===== src/rtl/robot_motion_sequencer_if.sv =====
`default_nettype none
// ============================================================================
// Module      : robot_motion_sequencer_if
// Description : Request and status bundle of the robot motion sequencer.
//               master : request source (line-follower FSM side) that drives
//                        en/a/r/clear and observes motor drives and status.
//               slave  : the sequencer, which consumes requests and drives
//                        the motor and status outputs.
//   en, a, r, clear          : enable, advance request, rotate request,
//                              lock-out release
//   ml_fwd, mr_fwd, mr_rev   : motor drives
//   busy, halted, state      : move in progress, lock-out, current state
//   rot_cnt, move_cnt        : consecutive rotates, completed moves
// Revision    : 1.0 - initial release
// ============================================================================
interface robot_motion_sequencer_if;
  logic       en;
  logic       a;
  logic       r;
  logic       clear;
  logic       ml_fwd;
  logic       mr_fwd;
  logic       mr_rev;
  logic       busy;
  logic       halted;
  logic [1:0] state;
  logic [2:0] rot_cnt;
  logic [7:0] move_cnt;

  modport master (
    output en, a, r, clear,
    input  ml_fwd, mr_fwd, mr_rev, busy, halted, state, rot_cnt, move_cnt
  );

  modport slave (
    input  en, a, r, clear,
    output ml_fwd, mr_fwd, mr_rev, busy, halted, state, rot_cnt, move_cnt
  );
endinterface
`default_nettype wire


===== src/rtl/robot_motion_sequencer.sv =====
`default_nettype none
// ============================================================================
// Module      : robot_motion_sequencer
// Description : Sequences timed advance / rotate moves for a two-motor robot.
//               A move runs for a fixed number of cycles and cannot be
//               preempted; after MAX_ROT consecutive rotations the block
//               locks out in HALT until clear is asserted.
// Ports       : clk   - clock, rising edge active
//               reset - asynchronous active-low reset
//               bus   - request/status bundle (slave side)
// Revision    : 1.0 - initial release
// ============================================================================
module robot_motion_sequencer #(
  parameter int ADV_CYCLES = 4,
  parameter int ROT_CYCLES = 2,
  parameter int MAX_ROT    = 4
) (
  input  logic                      clk,
  input  logic                      reset,
  robot_motion_sequencer_if.slave   bus
);

  typedef enum logic [1:0] {
    ST_IDLE = 2'd0,
    ST_ADV  = 2'd1,
    ST_ROT  = 2'd2,
    ST_HALT = 2'd3
  } state_t;

  localparam logic [3:0] ADV_LOAD  = 4'(ADV_CYCLES - 1);
  localparam logic [3:0] ROT_LOAD  = 4'(ROT_CYCLES - 1);
  localparam logic [2:0] MAX_ROT_C = 3'(MAX_ROT);

  state_t     state_q, state_d;
  logic [3:0] timer_q, timer_d;
  logic [2:0] rot_cnt_q, rot_cnt_d;
  logic [7:0] move_cnt_q, move_cnt_d;
  logic       ml_fwd_q, mr_fwd_q, mr_rev_q, busy_q, halted_q;
  logic       ml_fwd_d, mr_fwd_d, mr_rev_d, busy_d, halted_d;
  logic       decide;

  always_comb begin
    state_d    = state_q;
    timer_d    = timer_q;
    rot_cnt_d  = rot_cnt_q;
    move_cnt_d = move_cnt_q;
    decide     = 1'b0;

    case (state_q)
      ST_IDLE: decide = 1'b1;
      ST_ADV, ST_ROT: begin
        if (timer_q != 4'd0) begin
          timer_d = timer_q - 4'd1;
        end else begin
          move_cnt_d = move_cnt_q + 8'd1;
          // Lock-out wins over any pending request on the final rotate.
          if (state_q == ST_ROT && rot_cnt_q == MAX_ROT_C) begin
            state_d = ST_HALT;
          end else begin
            decide = 1'b1;
          end
        end
      end
      ST_HALT: begin
        if (bus.clear) begin
          state_d   = ST_IDLE;
          rot_cnt_d = 3'd0;
        end
      end
      default: state_d = ST_IDLE;
    endcase

    // Shared decision point: rotate has priority over advance.
    if (decide) begin
      if (bus.en && bus.r) begin
        state_d   = ST_ROT;
        timer_d   = ROT_LOAD;
        rot_cnt_d = rot_cnt_q + 3'd1;
      end else if (bus.en && bus.a) begin
        state_d   = ST_ADV;
        timer_d   = ADV_LOAD;
        rot_cnt_d = 3'd0;
      end else begin
        state_d   = ST_IDLE;
      end
    end

    // Outputs are registered from the next state so they line up with state_q.
    ml_fwd_d = (state_d == ST_ADV) || (state_d == ST_ROT);
    mr_fwd_d = (state_d == ST_ADV);
    mr_rev_d = (state_d == ST_ROT);
    busy_d   = (state_d == ST_ADV) || (state_d == ST_ROT);
    halted_d = (state_d == ST_HALT);
  end

  always_ff @(posedge clk or negedge reset) begin
    if (!reset) begin
      state_q    <= ST_IDLE;
      timer_q    <= 4'd0;
      rot_cnt_q  <= 3'd0;
      move_cnt_q <= 8'd0;
      ml_fwd_q   <= 1'b0;
      mr_fwd_q   <= 1'b0;
      mr_rev_q   <= 1'b0;
      busy_q     <= 1'b0;
      halted_q   <= 1'b0;
    end else begin
      state_q    <= state_d;
      timer_q    <= timer_d;
      rot_cnt_q  <= rot_cnt_d;
      move_cnt_q <= move_cnt_d;
      ml_fwd_q   <= ml_fwd_d;
      mr_fwd_q   <= mr_fwd_d;
      mr_rev_q   <= mr_rev_d;
      busy_q     <= busy_d;
      halted_q   <= halted_d;
    end
  end

  assign bus.state    = state_q;
  assign bus.rot_cnt  = rot_cnt_q;
  assign bus.move_cnt = move_cnt_q;
  assign bus.ml_fwd   = ml_fwd_q;
  assign bus.mr_fwd   = mr_fwd_q;
  assign bus.mr_rev   = mr_rev_q;
  assign bus.busy     = busy_q;
  assign bus.halted   = halted_q;

endmodule
`default_nettype wire


===== src/flat_wrapper.sv =====
// flat-port wrapper written by rule: the top's interface ports become plain ports
module robot_motion_sequencer_flat 
#(
  parameter int ADV_CYCLES = 4,
  parameter int ROT_CYCLES = 2,
  parameter int MAX_ROT    = 4
)
  (clk, reset, bus_en, bus_a, bus_r, bus_clear, bus_ml_fwd, bus_mr_fwd, bus_mr_rev, bus_busy, bus_halted, bus_state, bus_rot_cnt, bus_move_cnt);
  robot_motion_sequencer_if bus_i ();
  input  logic clk;
  input  logic reset;
  input wire logic [$bits(bus_i.en)-1:0] bus_en;
  input wire logic [$bits(bus_i.a)-1:0] bus_a;
  input wire logic [$bits(bus_i.r)-1:0] bus_r;
  input wire logic [$bits(bus_i.clear)-1:0] bus_clear;
  output wire logic [$bits(bus_i.ml_fwd)-1:0] bus_ml_fwd;
  output wire logic [$bits(bus_i.mr_fwd)-1:0] bus_mr_fwd;
  output wire logic [$bits(bus_i.mr_rev)-1:0] bus_mr_rev;
  output wire logic [$bits(bus_i.busy)-1:0] bus_busy;
  output wire logic [$bits(bus_i.halted)-1:0] bus_halted;
  output wire logic [$bits(bus_i.state)-1:0] bus_state;
  output wire logic [$bits(bus_i.rot_cnt)-1:0] bus_rot_cnt;
  output wire logic [$bits(bus_i.move_cnt)-1:0] bus_move_cnt;
  assign bus_i.en = bus_en;
  assign bus_i.a = bus_a;
  assign bus_i.r = bus_r;
  assign bus_i.clear = bus_clear;
  assign bus_ml_fwd = bus_i.ml_fwd;
  assign bus_mr_fwd = bus_i.mr_fwd;
  assign bus_mr_rev = bus_i.mr_rev;
  assign bus_busy = bus_i.busy;
  assign bus_halted = bus_i.halted;
  assign bus_state = bus_i.state;
  assign bus_rot_cnt = bus_i.rot_cnt;
  assign bus_move_cnt = bus_i.move_cnt;
  robot_motion_sequencer #(.ADV_CYCLES(ADV_CYCLES), .ROT_CYCLES(ROT_CYCLES), .MAX_ROT(MAX_ROT)) u_core (.clk(clk), .reset(reset), .bus(bus_i));
endmodule

===== config.mk =====
export PLATFORM = sky130hd
export DESIGN_NAME = robot_motion_sequencer_flat
export DESIGN_NICKNAME = d
export VERILOG_FILES = /design/src/rtl/robot_motion_sequencer_if.sv /design/src/rtl/robot_motion_sequencer.sv /design/src/flat_wrapper.sv
export SDC_FILE = /design/constraint.sdc
export NUM_CORES = 1
export LEC_CHECK = 0
export BUFFER_PORTS_ARGS = -buffer_cell sky130_fd_sc_hd__buf_2
export CAP_MARGIN = 20
export CELL_PAD_IN_SITES_DETAIL_PLACEMENT = 1
export CELL_PAD_IN_SITES_GLOBAL_PLACEMENT = 2
export CORE_UTILIZATION = 31
export CTS_CLUSTER_SIZE = 30
export DETAILED_ROUTE_END_ITERATION = 7
export GPL_TIMING_DRIVEN = 0
export HOLD_SLACK_MARGIN = 0.12
export PLACE_DENSITY = 0.7
export SLEW_MARGIN = 20
export SYNTH_ARGS = -nofsm -noshare
export SYNTH_HDL_FRONTEND = slang
export SYNTH_SLANG_ARGS = --single-unit

===== constraint.sdc =====
create_clock -name clk -period 2.1 [get_ports clk]
set_clock_uncertainty 0.05 [all_clocks]
set_input_delay 0.42 -clock clk [delete_from_list [all_inputs] [get_ports clk]]
set_output_delay 0.42 -clock clk [all_outputs]
set_load 0.02 [all_outputs]

==> impl_results.md <==
* Drt drc at 0
* Vias in the first global route at 948
* Clock tree buffer depth at 2
* Fillers at 413
* GRT Resource Usage Total at 13.7%
* Num CTS Buffers at 3
* Leak at 0.734 nW
* Area after DPL at 1380 um^2
* Port bufs at 23
* Net count reported at finish at 158
* Worst reg-to-reg setup slack at 0.05 ns
* Worst EP required at 2.21 ns
* Tmin final at 2.05 ns
* Routed Antenna Nets at 0
* #FFs+latches synth at 21
* Boundary pin count at 24
* Initial antenna violation count at 0
* Initial Util at 32.2%
* Met3 usage at 1.63%
* Final instance area at 1530 um^2
* Total power at 1.78 mW
* Worst-Margin Slew at 0.490 ns
* Cell count after synthesis at 104
* Hold Path Class: flop to flop
* Post-Synthesis Mean Instance Area at 11.3 um^2
* Worst R2R Path Depth at 7
* Max IR drop VDD at 0.387 mV
* Die W at 63.7 um
* Grt ovf at 0
* Starting DRT DRC Count at 45
* GPL Wtd Cong at 0.713
* Core Area at 3660 um^2
* Die height at 63.7 um
* Final setup fails at 0
* Die footprint at 4060 um^2
* Met2 usage at 24.3%
* Min-Delay Endpoint: u_core.bus.move_cnt[7]
* Rows at 22
* Syn nets at 121
* Clock H-tree levels at 1
* Endpoint type of the worst setup path: flop
* Routed WL per cell at 13.3 um
* Peak Freq at 489 MHz
* Startpoint types: flop
* Via/cell ratio at 4.85
* Hpwl dp at 1840 um
* Area Growth Syn to Fin at 29.5%
* Routed wire length at 2510 um
* Slew headroom at 67.3%
* Hold-critical path depth at 1
* Pwr Density at 1160 nW/um^2
* Async SR Flop Fraction at 100%
* Fin Setup TNS at 0 ns
* Root buf cell: clkbuf_8
* Crit path max fanout at 7
* Worst-Skew Late Latency at 0.26 ns
* Synthesized area at 1180 um^2
* First-pass GRT wire length at 4320 um
* Vias at 911
* Register area share after synthesis at 44.5%
* Most crowded layer after global routing: met2
* Antenna Cells at 0
* Unrepaired setup endpoints after global routing: yes
* Hold wc startpoint: u_core.bus.move_cnt[7]
* Worst R2R End: u_core.bus.mr_rev
* Yosys warns at 0
* TritonCTS clock tree: done
* Largest net degree at the start of global routing at 22
* Worst-path clk slew at 0.08 ns
* Critical path class: flop to flop
* Post-synth EDFFs at 0
* Outcome: finished, final reports clean
* First-pass DRT Iterations at 4
* Sink Count at 21
* Max-cap violations at 0
* Global routing usage on met1 at 17.0%
* Hold Violations, Final at 0
* Share of cells above drive strength 1 at 42.1%
* Netlist cell types at 37
* Worst Path Arrival at 2.15 ns
* Tcrit/Tclk final at 97.4%
* Pins Over Slew Limit at 0
* Primary FF master, synth: dfrtp_1
[kinds of logic after synthesis]
family / Yosys count / share of synthesized area (%)
fa+ha+maj: 11 / 11.7
simple gates: 34 / 17.1
buf+inv: 10 / 4.14
xor+xnor: 8 / 5.94
flops: 21 / 44.5
compound gates: 18 / 14.7
mux: 2 / 1.91
[Yosys cell counts (2+ instances only)]
| cell | number | area share [%] |
|---|---|---|
| dfrtp_1 | 21 | 45 |
| ha_1 | 11 | 12 |
| inv_1 | 8 | 2.5 |
| nand2_1 | 8 | 2.5 |
| xnor2_1 | 8 | 5.9 |
| nand3_1 | 5 | 2.1 |
| nor2_1 | 4 | 1.3 |
| a21oi_1 | 3 | 1.3 |
| o21ai_0 | 3 | 1.3 |
| a2111oi_4 | 2 | 4.7 |
| mux2_2 | 2 | 1.9 |
| nand2b_1 | 2 | 1.1 |
| nand4_1 | 2 | 1.1 |
| o221ai_1 | 2 | 1.5 |
[critical path, stage by stage (launching register included)]
cell      delay, ns
dfrtp_2        0.38
inv_2          0.06
ha_4           0.29
and4bb_2       0.25
nor2_1         0.06
or3_4          0.40
a31o_2         0.27
ha_1           0.17
[stage by stage]
step	setup slack (ns)	std cells	util (%)	hold slack, ns
after floorplan	0.0188	104	-	0.0744
after global placement	-0.116	175	37.6	0.360
after detailed placement	-0.150	175	37.6	0.371
after CTS	0.00215	185	40.5	0.431
after global routing	-0.0178	188	41.7	0.458
final	0.0544	188	41.7	0.421
[how the worst max path moves through the flow]
stage | start | endpoint | slack (ns) | cells past startpoint
after CTS | flop | u_core.bus.busy | 0.002 | 8
after global routing | flop | u_core.bus.busy | -0.02 | 8
after floorplan | flop | u_core.bus.mr_rev | 0.02 | 7
after detailed placement | u_core.bus.state[1] | u_core.bus.busy | -0.15 | 8
after global placement | u_core.bus.state[1] | u_core.bus.busy | -0.12 | 8
final | flop | u_core.bus.mr_rev | 0.05 | 7
[layer usage]
| metal | part of all wire [%] | vias up |
|---|---|---|
| li1 | - | 443 |
| met1 | 46 | 456 |
| met2 | 51 | 10 |
| met3 | 2.5 | 2 |
| met4 | 0.48 | 0 |
| met5 | 0 | - |
[flip-flops by register name (all words and copies together), names as in the netlist, named ones only]
register	count
u_core.bus.halted	1
u_core.bus.mr_fwd	1
u_core.bus.rot_cnt	3
u_core.bus.state	1
u_core.bus.busy	1
u_core.bus.mr_rev	1
u_core.bus.move_cnt	8
u_core.timer_q	4
[cell type report]
cell class              instances  area, um^2  area share, %
clock buffers                   3        41.3           2.70
well taps                      48        60.1           3.93
plain buffers                   2        18.8           1.23
repair buffers                 32         185           12.1
multi-input cells              73         659           43.2
clock inverters                 1        5.00          0.328
flip-flops and latches         21         528           34.6
inverters                       8        30.0           1.97
[where the power goes]
part           leakage [nW]  internal [mW]  switching, mW
combinational         0.434          0.409          0.475
clock                0.0255          0.132          0.138
sequential            0.274          0.517          0.104
total                 0.734           1.06          0.718
[timing repair]
action / CTS / global route
buffers inserted: 5 / 3
resized for setup: 3 / 3
pin swaps: 2 / 2
endpoints found under the hold margin: 21 / 0
setup endpoints to repair: 5 / 4
hold buffers: 1 / 0
[cell usage in the layout (no fill, tap or decap), types with 2 or more instances in the layout]
master and count:
a2111oi_4 2, a21oi_1 2, buf_2 23, buf_4 9, clkbuf_8 3, dfrtp_1 19, dfrtp_2 2, ha_1 9
ha_4 2, inv_1 6, inv_2 2, mux2_2 2, nand2_1 8, nand2b_1 2, nand3_1 5, nand4_1 2
nor2_1 4, o21ai_0 3, xnor2_1 8
(Power assumes the default switching activity.)
